[src/rtl/aidan_mcnay_toggle_tx_if.sv]
// Purpose : event/toggle bundle between an event source and the toggle
//           transmitter.
// Signals : event_in   - one event per cycle sampled high
//           out_signal - toggle line towards the change detector
//           pending    - queued events not yet toggled
//           busy       - transmitter holding the line or holding a backlog
//           overflow   - one-cycle pulse when an event is dropped
// Modports: master (event source side), slave (transmitter side).
interface aidan_mcnay_toggle_tx_if #(
    parameter int unsigned PEND_W = 4
);
    logic              event_in;
    logic              out_signal;
    logic [PEND_W-1:0] pending;
    logic              busy;
    logic              overflow;

    modport master (
        output event_in,
        input  out_signal,
        input  pending,
        input  busy,
        input  overflow
    );

    modport slave (
        input  event_in,
        output out_signal,
        output pending,
        output busy,
        output overflow
    );
endinterface

[src/rtl/aidan_mcnay_toggle_tx.sv]
// Purpose : toggle-signalling transmitter. Each event flips out_signal once;
//           events arriving faster than HOLD_CYCLES spacing are queued in a
//           saturating backlog counter and replayed evenly spaced.
// Ports   : clk   - rising-edge clock
//           rst_n - asynchronous active-low reset
//           bus   - aidan_mcnay_toggle_tx_if.slave (event_in in; out_signal,
//                   pending, busy, overflow out)
module aidan_mcnay_toggle_tx #(
    parameter int unsigned HOLD_CYCLES = 2,
    parameter int unsigned PEND_W      = 4
) (
    input  logic                     clk,
    input  logic                     rst_n,
    aidan_mcnay_toggle_tx_if.slave   bus
);
    localparam int unsigned HOLD_W = (HOLD_CYCLES > 1) ? $clog2(HOLD_CYCLES) : 1;
    localparam logic [HOLD_W-1:0] HOLD_RELOAD = HOLD_W'(HOLD_CYCLES - 1);
    localparam logic [PEND_W-1:0] PEND_MAX    = {PEND_W{1'b1}};

    typedef enum logic {
        S_IDLE = 1'b0,
        S_HOLD = 1'b1
    } state_t;

    state_t            r_state, w_state_nxt;
    logic [HOLD_W-1:0] r_hold,  w_hold_nxt;
    logic [PEND_W-1:0] r_pend,  w_pend_nxt;
    logic              r_out,   w_out_nxt;
    logic              r_ovf,   w_ovf_nxt;
    logic              w_ready;
    logic              w_toggle;

    // State and datapath registers
    always_ff @(posedge clk or negedge rst_n) begin
        if (!rst_n) begin
            r_state <= S_IDLE;
            r_hold  <= '0;
            r_pend  <= '0;
            r_out   <= 1'b0;
            r_ovf   <= 1'b0;
        end else begin
            r_state <= w_state_nxt;
            r_hold  <= w_hold_nxt;
            r_pend  <= w_pend_nxt;
            r_out   <= w_out_nxt;
            r_ovf   <= w_ovf_nxt;
        end
    end

    // Next-state, toggle issue and backlog accounting
    always_comb begin
        w_state_nxt = r_state;
        w_hold_nxt  = r_hold;
        w_pend_nxt  = r_pend;
        w_out_nxt   = r_out;
        w_ovf_nxt   = 1'b0;

        // Spacing has expired once the hold counter reaches zero, so the next
        // toggle lands exactly HOLD_CYCLES edges after the previous one.
        w_ready  = (r_state == S_IDLE) || (r_hold == '0);
        w_toggle = w_ready && ((r_pend != '0) || bus.event_in);

        case (r_state)
            S_IDLE: begin
                if (w_toggle) begin
                    w_out_nxt   = ~r_out;
                    w_state_nxt = S_HOLD;
                    w_hold_nxt  = HOLD_RELOAD;
                end
            end
            S_HOLD: begin
                if (w_toggle) begin
                    w_out_nxt  = ~r_out;
                    w_hold_nxt = HOLD_RELOAD;
                end else if (r_hold == '0) begin
                    w_state_nxt = S_IDLE;
                end else begin
                    w_hold_nxt = r_hold - HOLD_W'(1);
                end
            end
            default: begin
                w_state_nxt = S_IDLE;
            end
        endcase

        // A toggle with an empty backlog consumes event_in directly; with a
        // backlog it consumes one entry and a same-cycle event refills it.
        if (w_toggle) begin
            if ((r_pend != '0) && !bus.event_in) begin
                w_pend_nxt = r_pend - PEND_W'(1);
            end
        end else if (bus.event_in) begin
            if (r_pend == PEND_MAX) begin
                w_ovf_nxt = 1'b1;
            end else begin
                w_pend_nxt = r_pend + PEND_W'(1);
            end
        end
    end

    assign bus.out_signal = r_out;
    assign bus.pending    = r_pend;
    assign bus.overflow   = r_ovf;
    // Decoded from registers only; no path from event_in.
    assign bus.busy       = (r_state == S_HOLD) || (r_pend != '0);

endmodule

[src/flat_wrapper.sv]
// flat-port wrapper written by rule: the top's interface ports become plain ports
module aidan_mcnay_toggle_tx_flat 
#(
    parameter int unsigned HOLD_CYCLES = 2,
    parameter int unsigned PEND_W      = 4
)
  (clk, rst_n, bus_event_in, bus_out_signal, bus_pending, bus_busy, bus_overflow);
  aidan_mcnay_toggle_tx_if #(.PEND_W(PEND_W)) bus_i ();
  input  logic clk;
  input  logic rst_n;
  input wire logic [$bits(bus_i.event_in)-1:0] bus_event_in;
  output wire logic [$bits(bus_i.out_signal)-1:0] bus_out_signal;
  output wire logic [$bits(bus_i.pending)-1:0] bus_pending;
  output wire logic [$bits(bus_i.busy)-1:0] bus_busy;
  output wire logic [$bits(bus_i.overflow)-1:0] bus_overflow;
  assign bus_i.event_in = bus_event_in;
  assign bus_out_signal = bus_i.out_signal;
  assign bus_pending = bus_i.pending;
  assign bus_busy = bus_i.busy;
  assign bus_overflow = bus_i.overflow;
  aidan_mcnay_toggle_tx #(.HOLD_CYCLES(HOLD_CYCLES), .PEND_W(PEND_W)) u_core (.clk(clk), .rst_n(rst_n), .bus(bus_i));
endmodule
[config.mk]
export PLATFORM = sky130hd
export DESIGN_NAME = aidan_mcnay_toggle_tx_flat
export DESIGN_NICKNAME = d
export VERILOG_FILES = /design/src/rtl/aidan_mcnay_toggle_tx_if.sv /design/src/rtl/aidan_mcnay_toggle_tx.sv /design/src/flat_wrapper.sv
export SDC_FILE = /design/constraint.sdc
export NUM_CORES = 1
export LEC_CHECK = 0
export BUFFER_PORTS_ARGS = -buffer_cell sky130_fd_sc_hd__buf_2
export CAP_MARGIN = 10
export CORE_AREA = 2 2 39 41
export CTS_CLUSTER_DIAMETER = 120
export CTS_CLUSTER_SIZE = 24
export DETAILED_ROUTE_END_ITERATION = 7
export DIE_AREA = 0 0 41 43
export GPL_ROUTABILITY_DRIVEN = 0
export HOLD_SLACK_MARGIN = 0.08
export SYNTH_ARGS = -nofsm -noshare
export SYNTH_HDL_FRONTEND = slang
export SYNTH_SLANG_ARGS = --single-unit
[constraint.sdc]
create_clock -name clk -period 3.25 [get_ports clk]
set_input_delay 0.65 -clock clk [delete_from_list [all_inputs] [get_ports clk]]
set_output_delay 0.65 -clock clk [all_outputs]
set_load 0.02 [all_outputs]
==> impl_metrics.yaml, run 1 <==
clock_network:
  clk_pin_slew_worst_paths_ps: 60
  clock-sinks: 8
  clk_latency_ps: 260
  cts_setup_buffers: 0
  cts_buffer_depth: 2
  cts_tree: "built"
  cts.hold.buffers_added: 0
  cts_made_buffers: 3
  root_buffer: "clkbuf_4"
  cts_repair_resize_count: 0
  h-tree-depth: 1
worst_setup_path:
  worstPathMaxFanout: 7
  end_kind: "flip-flop"
  required_ps: 3440
  crit_type: "flip-flop to flip-flop"
  cp-start-kind: "flip-flop"
  arrival_ps: 2600
pwr:
  pwr-share-clk_pct: 12.3
  peakVddDrop_v: 0.000390
  netSwitchingFraction_pct: 45.3
  power.total_uw: 636
  switchingPower_uw: 289
  pwr-share-seq_pct: 30.8
  comb_power_share_pct: 57.0
  pwr_density_cell_mw_per_mm2: 1190
  internal_power_uw: 348
  p_leak_uw: 0.000248
grt:
  antenna_found_initial: 0
  grt_usage_pct: 11.6
  grt_max_degree: 9
  overflow: 0
  grt_pass1_vias: 315
  grt_pass1_wl_mm: 1.32
route:
  drt_iter0_drc: 11
  wire_per_inst_um: 11.4
  viasPerCell: 5.01
  dr.pass1.iters: 4
  via_count: 356
  antenna_left: 0
  drc: 0
  routed_wl_um: 810
finish:
  fin_util_pct: 38.8
  areaGrowthSynthToFinish_pct: 18.5
  diodes: 0
  fin_area_um2: 537
  fin_nets: 63
  layout-drive-gt1-share_pct: 27.3
yosys:
  synth.most_common_cell: "dfrtp_1"
  synth_cell_types: 23
  mappedNetlistArea_um2: 453
  synth.area.top_cells: "dfrtp_1, xnor2_1, ha_1, fa_1, mux2i_1"
  synth.yosys.seq_area_share_pct: 44.2
  yosysTopAreaCell: "dfrtp_1"
  synth_edf_count: 0
  syn-num-nets: 50
  syn-instance-count: 44
  syn_avg_cell_area_um2: 10.3
  synth_flop_cell: "dfrtp_1"
  yosysTopAreaCellShare_pct: 44.2
  ys_top_cells_by_count: "dfrtp_1, nor2_1"
  synth-async-reset-ratio_pct: 100
  yosysWarnings: 0
  ys_seq_elements: 8
floorplanning:
  die_h_um: 43
  start_util_pct: 32.7
  die_w_um: 41
  dieArea_mm2: 0.00176
  rows: 14
  io_pins: 10
  coreArea_mm2: 0.00138
sta:
  period_minus_slack_ps: 2410
  clock-skew-final_ps: 5.49
  rsz0062_at_grt: "false"
  slew_headroom_pct: 65.1
  drv_slew: 0
  tns_ps: 0
  max_freq_mhz: 414
  fin_crit_sh_pct: 74.2
  setup_viol: 0
  finalWorstSetupSlack_ps: 837
  max_slew.worst_pin.slew_ps: 519
  hold_viol_final: 0
job:
  drv_cap: 0
placement:
  io_buffers: 9
  placedInstanceArea_um2: 514
  pre_cts_slack_ps: 833
  dp_hpwl_um: 656
hold_path:
  hold_path.class: "input port to asynchronous set/reset pin"
run_status:
  status: "complete, no violations"
==> cells by family (layout without fill, tap and decap cells) <==
group,Yosys count,in the layout,share of synthesized area [%]
AO/OA/AOI/OAI,6,6,10.5
XOR/XNOR,4,4,7.74
adder cells (fa/ha/maj),3,3,9.94
buffers and inverters,4,15,3.31
flip-flops,8,8,44.2
multiplexers,2,2,4.42
AND/OR/NAND/NOR,17,17,19.9
==> worst max-delay path, cell delays in order, from the launching register on <==
cell and delay (ps):
dfrtp_1 450, or4_4 600, o21ai_4 180, inv_1 80, ha_1 270, a21o_2 200
a21oi_1 180, mux2i_1 240, xnor2_1 130
==> power groups by stage <==
stage	Sequential, uW	Clock, uW	Combinational, uW
after floorplan	231	0	249
after global placement	197	0	361
after detailed placement	199	0	366
after CTS	197	81.5	368
after global routing	204	87.2	404
final	196	78.0	363
==> layer usage <==
metal / wire [um] / vias to the layer above / track usage (%) / share of wire (%)
met5: 0 / - / 0 / 0
met4: 18 / 0 / 8.00 / 2.2
met3: 47 / 5 / 4.71 / 5.8
met2: 370 / 15 / 15.3 / 46
met1: 373 / 158 / 14.8 / 46
li1: - / 178 / - / -
==> layout by cell type (no fill, tap or decap) <==
cell      Yosys  final
buf_2         0      9
dfrtp_1       8      8
nor3_1        3      3
o21ai_4       1      1
and3_1        1      1
mux2i_1       2      2
o21ai_0       1      1
xor2_1        1      1
inv_1         3      3
nor4_1        1      1
or4_4         1      1
nand2_1       3      3
a21oi_1       2      2
ha_1          2      2
a211oi_1      1      1
or2b_1        1      1
fa_1          1      1
xnor2_1       3      3
nor2_1        4      4
nand3_1       1      1
and2_1        1      1
nand4_1       1      1
clkbuf_4      0      3
a21o_2        1      1
==> stage by stage <==
step           hold slack [ps]  cells
6_report                   223     71
5_1_grt                    230     71
3_5_place_dp               466     68
2_1_floorplan              354     44
3_3_place_gp               460     68
4_1_cts                    224     71
==> layout make-up <==
type	count	area, um2
fillers	129	847
multi-input cells	32	238
flip-flops and latches	8	200
repair buffers	9	45.0
clock buffers	3	22.5
well taps	16	20.0
inverters	3	11.3
==> sequential cells by signal, indices dropped and copies added, names as in the netlist <==
| name | cells |
|---|---|
| u_core.bus.pending | 4 |
| u_core.bus.out_signal | 1 |
| u_core.bus.overflow | 1 |
| u_core.r_hold | 1 |
| u_core.r_state | 1 |
==> worst paths after layout <==
path / startpoint / to / slack (ps) / cells after the start
worst max-delay path: u_core.bus.pending[0] / u_core.bus.pending[3] / 840 / 8
worst min-delay path: rst_n / u_core.bus.pending[1] / 220 / 1
worst max register to register: u_core.bus.pending[0] / u_core.bus.pending[3] / 840 / 8
worst min register to register: u_core.bus.out_signal / u_core.bus.out_signal / 470 / 1
max in group asynchronous: rst_n / u_core.r_hold / 2850 / 1
min in group clk: u_core.bus.out_signal / u_core.bus.out_signal / 470 / 1
Note: power is estimated with default switching activity, not from simulation.
==> run 2: changes to the inputs <==
clock period = 2.5 ns   (was 3.25 ns; I/O delays follow)
==> run 2 against run 1 <==
  * Wire length rose by 6.4%
  * Fmax rose by 8.8%
  * Clock skew fell by 4.8 ps
  * Design area rose by 5.6%
  * Core utilization rose by 2.2 points
  * Setup slack got worse by 560 ps
  * Via count rose by 1.4%
  * Total power rose by 38%
  * Cell count rose by 5.6%
  * Clock power rose by 25%
==> impl_metrics.yaml, run 2 (synthesized netlist as in run 1, its figures left out) <==
sta:
  period_minus_slack_ps: 2220
  holdWs_ps: 83.6
  max_freq_mhz: 451
  rsz0062_at_grt: "false"
  clock-skew-final_ps: 0.665
  setup_viol: 0
  drv_slew: 0
  finalWorstSetupSlack_ps: 282
  hold_viol_final: 0
  fin_crit_sh_pct: 88.7
  slew_headroom_pct: 67.6
  max_slew.worst_pin.slew_ps: 482
  tns_ps: 0
run_status:
  status: "complete, no violations"
pwr:
  p_leak_uw: 0.000267
  power.total_uw: 879
  pwr_density_cell_mw_per_mm2: 1550
  peakVddDrop_v: 0.000476
worst_setup_path:
  crit_slowest_cell: "or4_4"
  end_kind: "flip-flop"
  crit_chain: "or4_4 > o21ai_4 > inv_1 > ha_1 > a21o_2 > a21oi_1 > mux2i_1 > xnor2_1"
  crit_start: "u_core.bus.pending[0]"
  worst_path_largest_cell_delay_ps: 560
  worstPathMaxFanout: 3
  reg2reg_to: "u_core.bus.pending[3]"
  arrival_ps: 2390
  cp-start-kind: "flip-flop"
  ff2ff_path_depth: 8
  crit_type: "flip-flop to flip-flop"
  r2r_start: "u_core.bus.pending[0]"
  required_ps: 2680
  ff2ff_setup_slack_ps: 280
floorplanning:
  dieArea_mm2: 0.00176
  coreArea_mm2: 0.00138
  die_h_um: 43
  rows: 14
  io_pins: 10
  die_w_um: 41
  start_util_pct: 32.7
route:
  dr.pass1.iters: 4
  wire_per_inst_um: 11.5
  antenna_left: 0
  routed_wl_um: 862
  via_count: 361
  drc: 0
  viasPerCell: 4.81
  drt_iter0_drc: 13
finish:
  multi_input_area_um2: 238
  largest_register_ffs: 4
  final_common_cell: "buf_2"
  layout-drive-gt1-share_pct: 32.2
  fillers: 139
  fin_util_pct: 41.0
  regArea_um2: 200
  fin_nets: 67
  areaGrowthSynthToFinish_pct: 25.1
  final_cell_mix: "buf_2, dfrtp_1, nor2_1, buf_4"
  diodes: 0
clock_network:
  cts_made_buffers: 3
  root_buffer: "clkbuf_4"
  cts_setup_buffers: 0
  cts_repair_resize_count: 0
  clock-sinks: 8
  cts.hold.buffers_added: 0
  clk_pin_slew_worst_paths_ps: 50
  cts_buffer_depth: 2
  clk_latency_ps: 250
  h-tree-depth: 1
  cts_tree: "built"
grt:
  grt_pass1_wl_mm: 1.37
  grt_pass1_vias: 325
  antenna_found_initial: 0
  overflow: 0
  grt_usage_pct: 12.1
  grt_max_degree: 9
hold_path:
  hold_path.class: "input port to asynchronous set/reset pin"
placement:
  pre_cts_slack_ps: 280
  io_buffers: 9
  dp_hpwl_um: 691
job:
  drv_cap: 0
[run 2: changes by cell type in the layout (fill, tap and decap cells not counted), sizes merged]
cell,previous run,this run
buf,9,13
[run 2: worst max-delay path, delay by kind of cell (launching register included)]
| family | cells | cell delay (ps) |
|---|---|---|
| AND/OR/NAND/NOR | 1 | 560 |
| AO/OA/AOI/OAI | 3 | 520 |
| flip-flops | 1 | 370 |
| adder cells (fa/ha/maj) | 1 | 260 |
| multiplexers | 1 | 230 |
| XOR/XNOR | 1 | 130 |
| buffers and inverters | 1 | 70 |
[run 2: how the worst max path moves through the flow]
stage,end,slack (ps)
floorplan,u_core.bus.pending[3],140
global placement,u_core.bus.pending[3],260
detailed placement,u_core.bus.pending[3],280
CTS,u_core.bus.pending[3],260
global route,bus_busy,190
finish,u_core.bus.pending[3],280
[run 2: per-stage QoR]
step | std cells | instance area (um2)
3_5_place_dp | 72 | 544
6_report | 75 | 567
4_1_cts | 75 | 567
5_1_grt | 75 | 567
2_1_floorplan | 44 | 453
3_3_place_gp | 72 | 544
[run 2: where the power goes]
part           internal [uW]  switching, uW  leakage [uW]  total, uW
sequential               188           36.7     0.0000922        225
combinational            254            303      0.000161        557
clock                   54.9           42.7     0.0000138       97.5
[run 2: cell type report]
cell class	count	share of cell area [%]
multi-input combinational	32	41.9
timing repair buffer	13	13.2
sequential	8	35.3
tap	16	3.53
inverter	3	1.99
clock buffer	3	3.97
[run 2: layer usage]
layer	vias up	wire length, um	GRT usage, %
li1	186	-	-
met1	164	420	16.5
met2	11	393	16.3
met3	0	48	7.85
met4	0	0	2.00
met5	-	0	0
